[src/rtl/decstage_if.sv]
// ============================================================================
// decstage_if: fetch, write-back and execute-side signals of the decode stage
// Rev 1.0
// ============================================================================
`default_nettype none

interface decstage_if #(
  parameter int DATA_W = 32,
  parameter int REG_AW = 5
);
  logic [31:0]       instr_i;
  logic              instr_valid_i;
  logic              id_ready_o;
  logic              use_a_i;
  logic              use_b_i;
  logic              rf_b_sel_i;
  logic [1:0]        imm_mode_i;
  logic              sb_i;
  logic              is_load_i;
  logic              flush_i;
  logic              wb_en_i;
  logic              wb_lb_i;
  logic [REG_AW-1:0] wb_addr_i;
  logic [DATA_W-1:0] wb_data_i;
  logic              ex_ready_i;
  logic              ex_valid_o;
  logic [DATA_W-1:0] ex_rf_a_o;
  logic [DATA_W-1:0] ex_rf_b_o;
  logic [DATA_W-1:0] ex_immed_o;
  logic [REG_AW-1:0] ex_rd_o;
  logic              ex_load_o;
  logic              stall_o;

  modport slave (
    input  instr_i, instr_valid_i, use_a_i, use_b_i, rf_b_sel_i, imm_mode_i,
           sb_i, is_load_i, flush_i, wb_en_i, wb_lb_i, wb_addr_i, wb_data_i,
           ex_ready_i,
    output id_ready_o, ex_valid_o, ex_rf_a_o, ex_rf_b_o, ex_immed_o, ex_rd_o,
           ex_load_o, stall_o
  );

  modport master (
    output instr_i, instr_valid_i, use_a_i, use_b_i, rf_b_sel_i, imm_mode_i,
           sb_i, is_load_i, flush_i, wb_en_i, wb_lb_i, wb_addr_i, wb_data_i,
           ex_ready_i,
    input  id_ready_o, ex_valid_o, ex_rf_a_o, ex_rf_b_o, ex_immed_o, ex_rd_o,
           ex_load_o, stall_o
  );
endinterface

`default_nettype wire

[src/rtl/decstage_pipe.sv]
// ============================================================================
// decstage_pipe: register file, operand/immediate formation, load-use stall
// and ID/EX register. Option macro: DECSTAGE_BYPASS_EN (WB-to-read forwarding)
// Rev 1.0
// ============================================================================
`default_nettype none

module decstage_pipe #(
  parameter int DATA_W = 32,
  parameter int REG_AW = 5
) (
  input  logic        clk_i,
  input  logic        rst_i,
  decstage_if.slave   bus
);

  localparam int NREG = 1 << REG_AW;

  logic [DATA_W-1:0] rf_q [NREG];

  logic [REG_AW-1:0] w_addr_a;
  logic [REG_AW-1:0] w_addr_b;
  logic [REG_AW-1:0] w_rd;
  logic [DATA_W-1:0] w_rd_a;
  logic [DATA_W-1:0] w_rd_b;
  logic [DATA_W-1:0] w_op_b;
  logic [DATA_W-1:0] w_se;
  logic [DATA_W-1:0] w_imm;
  logic [DATA_W-1:0] w_wb_data;
  logic              w_wb_we;
  logic              w_stall;
  logic              w_adv;
  logic              w_unused;

  logic              ex_valid_q, ex_valid_d;
  logic [DATA_W-1:0] ex_a_q,     ex_a_d;
  logic [DATA_W-1:0] ex_b_q,     ex_b_d;
  logic [DATA_W-1:0] ex_imm_q,   ex_imm_d;
  logic [REG_AW-1:0] ex_rd_q,    ex_rd_d;
  logic              ex_load_q,  ex_load_d;

  // Opcode and any register-field bits above REG_AW are not decoded here.
  assign w_unused = &{1'b0, bus.instr_i};

  assign w_addr_a = bus.instr_i[21 +: REG_AW];
  assign w_rd     = bus.instr_i[16 +: REG_AW];
  assign w_addr_b = bus.rf_b_sel_i ? w_rd : bus.instr_i[11 +: REG_AW];

  assign w_wb_we   = bus.wb_en_i && (bus.wb_addr_i != '0);
  assign w_wb_data = bus.wb_lb_i ? {{(DATA_W-8){1'b0}}, bus.wb_data_i[7:0]}
                                 : bus.wb_data_i;

  // r0 is cleared by reset and never written, so it always reads as zero.
  always_ff @(posedge clk_i or posedge rst_i) begin
    if (rst_i) begin
      for (int i = 0; i < NREG; i++) begin
        rf_q[i] <= '0;
      end
    end else if (w_wb_we) begin
      rf_q[bus.wb_addr_i] <= w_wb_data;
    end
  end

  always_comb begin
    w_rd_a = rf_q[w_addr_a];
    w_rd_b = rf_q[w_addr_b];
`ifdef DECSTAGE_BYPASS_EN
    if (w_wb_we && (bus.wb_addr_i == w_addr_a)) w_rd_a = w_wb_data;
    if (w_wb_we && (bus.wb_addr_i == w_addr_b)) w_rd_b = w_wb_data;
`endif
  end

  assign w_op_b = bus.sb_i ? {{(DATA_W-8){1'b0}}, w_rd_b[7:0]} : w_rd_b;

  // Upper-half and branch forms are shifts of the sign-extended value, so
  // bits above 31 follow the immediate sign for wide datapaths.
  assign w_se = {{(DATA_W-16){bus.instr_i[15]}}, bus.instr_i[15:0]};

  always_comb begin
    w_imm = w_se;
    unique case (bus.imm_mode_i)
      2'b00:   w_imm = w_se;
      2'b01:   w_imm = {{(DATA_W-16){1'b0}}, bus.instr_i[15:0]};
      2'b10:   w_imm = w_se << 16;
      default: w_imm = w_se << 2;
    endcase
  end

  assign w_stall = ex_valid_q && ex_load_q && (ex_rd_q != '0) &&
                   ((bus.use_a_i && (w_addr_a == ex_rd_q)) ||
                    (bus.use_b_i && (w_addr_b == ex_rd_q)));
  assign w_adv   = !ex_valid_q || bus.ex_ready_i;

  always_comb begin
    ex_valid_d = ex_valid_q;
    ex_a_d     = ex_a_q;
    ex_b_d     = ex_b_q;
    ex_imm_d   = ex_imm_q;
    ex_rd_d    = ex_rd_q;
    ex_load_d  = ex_load_q;
    if (bus.flush_i) begin
      ex_valid_d = 1'b0;
    end else if (w_adv && w_stall) begin
      ex_valid_d = 1'b0;
    end else if (w_adv) begin
      ex_valid_d = bus.instr_valid_i;
      ex_a_d     = w_rd_a;
      ex_b_d     = w_op_b;
      ex_imm_d   = w_imm;
      ex_rd_d    = w_rd;
      ex_load_d  = bus.is_load_i;
    end
  end

  always_ff @(posedge clk_i or posedge rst_i) begin
    if (rst_i) begin
      ex_valid_q <= 1'b0;
      ex_a_q     <= '0;
      ex_b_q     <= '0;
      ex_imm_q   <= '0;
      ex_rd_q    <= '0;
      ex_load_q  <= 1'b0;
    end else begin
      ex_valid_q <= ex_valid_d;
      ex_a_q     <= ex_a_d;
      ex_b_q     <= ex_b_d;
      ex_imm_q   <= ex_imm_d;
      ex_rd_q    <= ex_rd_d;
      ex_load_q  <= ex_load_d;
    end
  end

  assign bus.id_ready_o = w_adv && !w_stall && !bus.flush_i;
  assign bus.stall_o    = w_stall;
  assign bus.ex_valid_o = ex_valid_q;
  assign bus.ex_rf_a_o  = ex_a_q;
  assign bus.ex_rf_b_o  = ex_b_q;
  assign bus.ex_immed_o = ex_imm_q;
  assign bus.ex_rd_o    = ex_rd_q;
  assign bus.ex_load_o  = ex_load_q;

endmodule

`default_nettype wire

[src/flat_wrapper.sv]
// flat-port wrapper written by rule: the top's interface ports become plain ports
module decstage_pipe_flat 
#(
  parameter int DATA_W = 32,
  parameter int REG_AW = 5
)
  (clk_i, rst_i, bus_instr_i, bus_instr_valid_i, bus_use_a_i, bus_use_b_i, bus_rf_b_sel_i, bus_imm_mode_i, bus_sb_i, bus_is_load_i, bus_flush_i, bus_wb_en_i, bus_wb_lb_i, bus_wb_addr_i, bus_wb_data_i, bus_ex_ready_i, bus_id_ready_o, bus_ex_valid_o, bus_ex_rf_a_o, bus_ex_rf_b_o, bus_ex_immed_o, bus_ex_rd_o, bus_ex_load_o, bus_stall_o);
  decstage_if #(.DATA_W(DATA_W), .REG_AW(REG_AW)) bus_i ();
  input  logic clk_i;
  input  logic rst_i;
  input wire logic [$bits(bus_i.instr_i)-1:0] bus_instr_i;
  input wire logic [$bits(bus_i.instr_valid_i)-1:0] bus_instr_valid_i;
  input wire logic [$bits(bus_i.use_a_i)-1:0] bus_use_a_i;
  input wire logic [$bits(bus_i.use_b_i)-1:0] bus_use_b_i;
  input wire logic [$bits(bus_i.rf_b_sel_i)-1:0] bus_rf_b_sel_i;
  input wire logic [$bits(bus_i.imm_mode_i)-1:0] bus_imm_mode_i;
  input wire logic [$bits(bus_i.sb_i)-1:0] bus_sb_i;
  input wire logic [$bits(bus_i.is_load_i)-1:0] bus_is_load_i;
  input wire logic [$bits(bus_i.flush_i)-1:0] bus_flush_i;
  input wire logic [$bits(bus_i.wb_en_i)-1:0] bus_wb_en_i;
  input wire logic [$bits(bus_i.wb_lb_i)-1:0] bus_wb_lb_i;
  input wire logic [$bits(bus_i.wb_addr_i)-1:0] bus_wb_addr_i;
  input wire logic [$bits(bus_i.wb_data_i)-1:0] bus_wb_data_i;
  input wire logic [$bits(bus_i.ex_ready_i)-1:0] bus_ex_ready_i;
  output wire logic [$bits(bus_i.id_ready_o)-1:0] bus_id_ready_o;
  output wire logic [$bits(bus_i.ex_valid_o)-1:0] bus_ex_valid_o;
  output wire logic [$bits(bus_i.ex_rf_a_o)-1:0] bus_ex_rf_a_o;
  output wire logic [$bits(bus_i.ex_rf_b_o)-1:0] bus_ex_rf_b_o;
  output wire logic [$bits(bus_i.ex_immed_o)-1:0] bus_ex_immed_o;
  output wire logic [$bits(bus_i.ex_rd_o)-1:0] bus_ex_rd_o;
  output wire logic [$bits(bus_i.ex_load_o)-1:0] bus_ex_load_o;
  output wire logic [$bits(bus_i.stall_o)-1:0] bus_stall_o;
  assign bus_i.instr_i = bus_instr_i;
  assign bus_i.instr_valid_i = bus_instr_valid_i;
  assign bus_i.use_a_i = bus_use_a_i;
  assign bus_i.use_b_i = bus_use_b_i;
  assign bus_i.rf_b_sel_i = bus_rf_b_sel_i;
  assign bus_i.imm_mode_i = bus_imm_mode_i;
  assign bus_i.sb_i = bus_sb_i;
  assign bus_i.is_load_i = bus_is_load_i;
  assign bus_i.flush_i = bus_flush_i;
  assign bus_i.wb_en_i = bus_wb_en_i;
  assign bus_i.wb_lb_i = bus_wb_lb_i;
  assign bus_i.wb_addr_i = bus_wb_addr_i;
  assign bus_i.wb_data_i = bus_wb_data_i;
  assign bus_i.ex_ready_i = bus_ex_ready_i;
  assign bus_id_ready_o = bus_i.id_ready_o;
  assign bus_ex_valid_o = bus_i.ex_valid_o;
  assign bus_ex_rf_a_o = bus_i.ex_rf_a_o;
  assign bus_ex_rf_b_o = bus_i.ex_rf_b_o;
  assign bus_ex_immed_o = bus_i.ex_immed_o;
  assign bus_ex_rd_o = bus_i.ex_rd_o;
  assign bus_ex_load_o = bus_i.ex_load_o;
  assign bus_stall_o = bus_i.stall_o;
  decstage_pipe #(.DATA_W(DATA_W), .REG_AW(REG_AW)) u_core (.clk_i(clk_i), .rst_i(rst_i), .bus(bus_i));
endmodule
[config.mk]
export PLATFORM = sky130hd
export DESIGN_NAME = decstage_pipe_flat
export DESIGN_NICKNAME = d
export VERILOG_FILES = /design/src/rtl/decstage_if.sv /design/src/rtl/decstage_pipe.sv /design/src/flat_wrapper.sv
export SDC_FILE = /design/constraint.sdc
export NUM_CORES = 2
export LEC_CHECK = 0
export CORE_ASPECT_RATIO = 1.1
export CORE_MARGIN = 5
export CORE_UTILIZATION = 56
export DETAILED_ROUTE_END_ITERATION = 12
export GPL_TIMING_DRIVEN = 0
export PLACE_DENSITY = 0.77
export SKIP_LAST_GASP = 1
export SLEW_MARGIN = 10
export SYNTH_ARGS = -nofsm -noshare
export SYNTH_HDL_FRONTEND = slang
export SYNTH_SLANG_ARGS = --single-unit
[constraint.sdc]
create_clock -name clk_i -period 33.6 [get_ports clk_i]
set_input_delay 5.04 -clock clk_i [delete_from_list [all_inputs] [get_ports clk_i]]
set_output_delay 5.04 -clock clk_i [all_outputs]
set_load 0.01 [all_outputs]
==> results_dict.tcl <==
set metrics [dict create \
    run_status "completed" \
    worst_setup_path_end_kind "output port" \
    synth_cell_types 53 \
    syn_area_per_cell_um2 10.2 \
    finalSetupViolCount 0 \
    clockBufferDepth 3 \
    first_global_vias 49100 \
    worst_path_dominant_cell_family "buffers and inverters" \
    placed_cells 7198 \
    first_iter_violations 9296 \
    design.final.nets 6021 \
    ctsRootBufferMaster "clkbuf_16" \
    power.density_cell_area_mw_per_mm2 58.9 \
    maxSlewHeadroom_pct 2.39 \
    critical_path.startpoint_type "primary input" \
    synth_edf_count 0 \
    tritoncts "yes" \
    max_cap_violations 0 \
    mappedNetlistNets 5698 \
    final_min_period_over_clock_period_pct 41.8 \
    postCtsSetupRepairBufs 0 \
    numClockSinks 1127 \
    placementRows 123 \
    worst_skew_pair.late_latency_ps 730 \
    setup_total_negative_slack_ps 0 \
    worst-path-buf-inv 5 \
    crit_start "bus_instr_i[11]" \
    layout.area.seq_mm2 0.0282 \
    skew_ps 27.1 \
    drt_pass1_iterations 8 \
    drive_above_1_share_pct 15.6 \
    cpMaxStageDelayCell "mux2i_2" \
    synth-async-reset-ratio_pct 100 \
    timing.final.hold_violations 0 \
    grt_first_pass_wirelength_mm 341 \
    die_area_mm2 0.109 \
    cts-buffers-inserted 113 \
    synth.yosys.warnings 0 \
    grt_start_max_net_pins 40 \
    layout.cells.most_common_list "nand2_1, dfrtp_1, o21ai_0" \
    grt_antenna_before_repair 20 \
    total_leakage_power_nw 27.8 \
    syn_inst 5615 \
    cts-htree-levels 3 \
    fill_cells 8166 \
    vdd_drop_max_v 0.0000380 \
    design.core.area_mm2 0.102 \
    detail_route.wl_per_cell_um 32.2 \
    max_freq_mhz 71.2 \
    globalRouteTotalUtil_pct 43.0 \
    place.port_buffers 173 \
    worst_r2r_startpoint "u_core.bus.ex_rd_o[3]" \
    post_synthesis_cell_area_mm2 0.0575 \
    ant_nets 0 \
    route.detailed.drc 0 \
    vias_after_detailed_routing 51200 \
    synth_ff_type "dfrtp_1" \
    routed_via_count_divided_by_cell_count 6.90 \
    clk_pin_slew_worst_paths_ps 60 \
    die_span_in_y_um 346 \
    hpwlAfterDp_mm 186 \
    flow.area_growth_from_synthesis_pct 14.4 \
    cts_resized 0 \
    routabilityCongestion 1.08 \
    worstPathCellList "clkdlybuf4s50_1 > mux2i_2 > xnor2_1 > nor4_1 > a31oi_1 > o21bai_2 > buf_4 > inv_2 > buf_2 > clkdlybuf4s50_1" \
    post_cts_hold_buffer_count 0 \
    slew_of_the_pin_with_the_lowest_slew_margin_ps 1460 \
    die_width_um 316 \
    most_common_library_cell_in_the_layout_ignoring_fill_and_taps "nand2_1" \
    cp.required_ps 28560 \
    min_period_ps 14040 \
    cpPeakStageDelay_ps 990 \
    critical_path.max_fanout 10 \
    hold_path_class "reg2reg" \
    slew_viol_final 0 \
    ys_ff_latch 1127 \
    final_cells 7419 \
    multi_input_area_mm2 0.0269 \
    top_level_port_count 188 \
    start_util_pct 56.3 \
    routed_wl_mm 239 \
    worst-setup-path-type "in2out" \
    grt-ovfl-total 0 \
    cp.arrival_ps 9000 \
    cpMostUsedCell "clkdlybuf4s50_1" \
    synth.yosys.seq_area_share_pct 49.0 \
    rsz0062_at_grt "no" \
    hold_path_startpoint "u_core.bus.ex_rf_a_o[27]" \
]
## metrics by stage
stage	worst slack (ps)	hold slack [ps]	power (mW)	util (%)	instance area, um^2
after floorplan	13010	446	2.12	-	57500
after global placement	6530	456	2.40	59.7	61000
after detailed placement	19710	460	2.44	60.4	61700
after CTS	19700	477	3.81	64.3	65700
after global routing	19570	505	3.97	64.3	65700
final	19560	476	3.87	64.4	65800
## worst paths after layout
path | end | slack, ps | cells after the start
max in group asynchronous | u_core.rf_q[274] | 26870 | 9
min in group asynchronous | u_core.rf_q[810] | 4680 | 2
min | u_core.bus.ex_rf_a_o[27] | 480 | 2
max reg2reg | u_core.bus.ex_immed_o[1] | 30750 | 10
min reg2reg | u_core.bus.ex_rf_a_o[27] | 480 | 2
max | bus_id_ready_o | 19560 | 10
## registers in the layout, summed over array words and instances (netlist names)
signal	count
u_core.bus.ex_valid_o	1
u_core.bus.ex_immed_o	32
u_core.bus.ex_rd_o	5
u_core.bus.ex_rf_a_o	32
u_core.bus.ex_rf_b_o	32
u_core.bus.ex_load_o	1
u_core.rf_q	1024
## cells by family (layout without fill, tap and decap cells)
| group | Yosys count | count (layout) | share of synthesized area (%) |
|---|---|---|---|
| multiplexers | 762 | 762 | 21.2 |
| XOR/XNOR | 10 | 10 | 0.152 |
| buffers and inverters | 597 | 1017 | 4.24 |
| flip-flops | 1127 | 1127 | 49.0 |
| other | 0 | 9 | 0 |
| AO/OA/AOI/OAI | 1161 | 1161 | 11.4 |
| AND/OR/NAND/NOR | 1958 | 1958 | 14.0 |
## tightest hold or removal path, stage by stage (launching register included)
cell and delay [ps]:
dfrtp_1 340, nand2_1 40, o21ai_0 60
## cell usage after synthesis, types with 9 or more instances
cell	count	area share (%)
o21ai_0	822	7.2
buf_1	34	0.22
o311a_1	9	0.16
o22ai_1	28	0.30
a31oi_1	91	0.99
nand2_1	1447	9.4
a22o_1	24	0.37
nand3_1	258	2.2
dfrtp_1	1127	49
nor2b_1	29	0.32
o21ai_1	15	0.13
mux2i_1	172	3.0
buf_4	9	0.12
buf_2	99	0.86
nor2_1	114	0.74
a22oi_1	9	0.12
nand4_1	55	0.60
and3_1	11	0.12
mux4_2	337	13
a221oi_1	69	1.1
inv_1	10	0.065
a32oi_1	34	0.52
clkbuf_1	439	2.9
nand2b_1	31	0.34
a21oi_1	41	0.36
mux2_2	250	4.9
## final cells by class
cell class              instances  area share [%]
clock buffers                 160            5.11
diodes                          9          0.0342
clock inverters                52            1.07
multi-input cells            3891            40.9
flip-flops and latches       1127            42.9
inverters                      11          0.0685
repair buffers                208            3.70
plain buffers                 586            3.64
well taps                    1375            2.62
## where the power goes
group | total [mW] | internal (mW) | switching, mW
clock | 1.40 | 0.818 | 0.583
sequential | 1.70 | 1.54 | 0.158
combinational | 0.771 | 0.317 | 0.454
total | 3.87 | 2.68 | 1.20
## metal layers
metal,routed length [um],up-vias,track usage (%)
li1,-,20600,-
met1,81100,25400,54.6
met2,99600,4284,60.7
met3,41800,947,22.7
met4,15800,26,21.2
met5,313,-,0
Note: power is estimated with default switching activity, not from simulation.
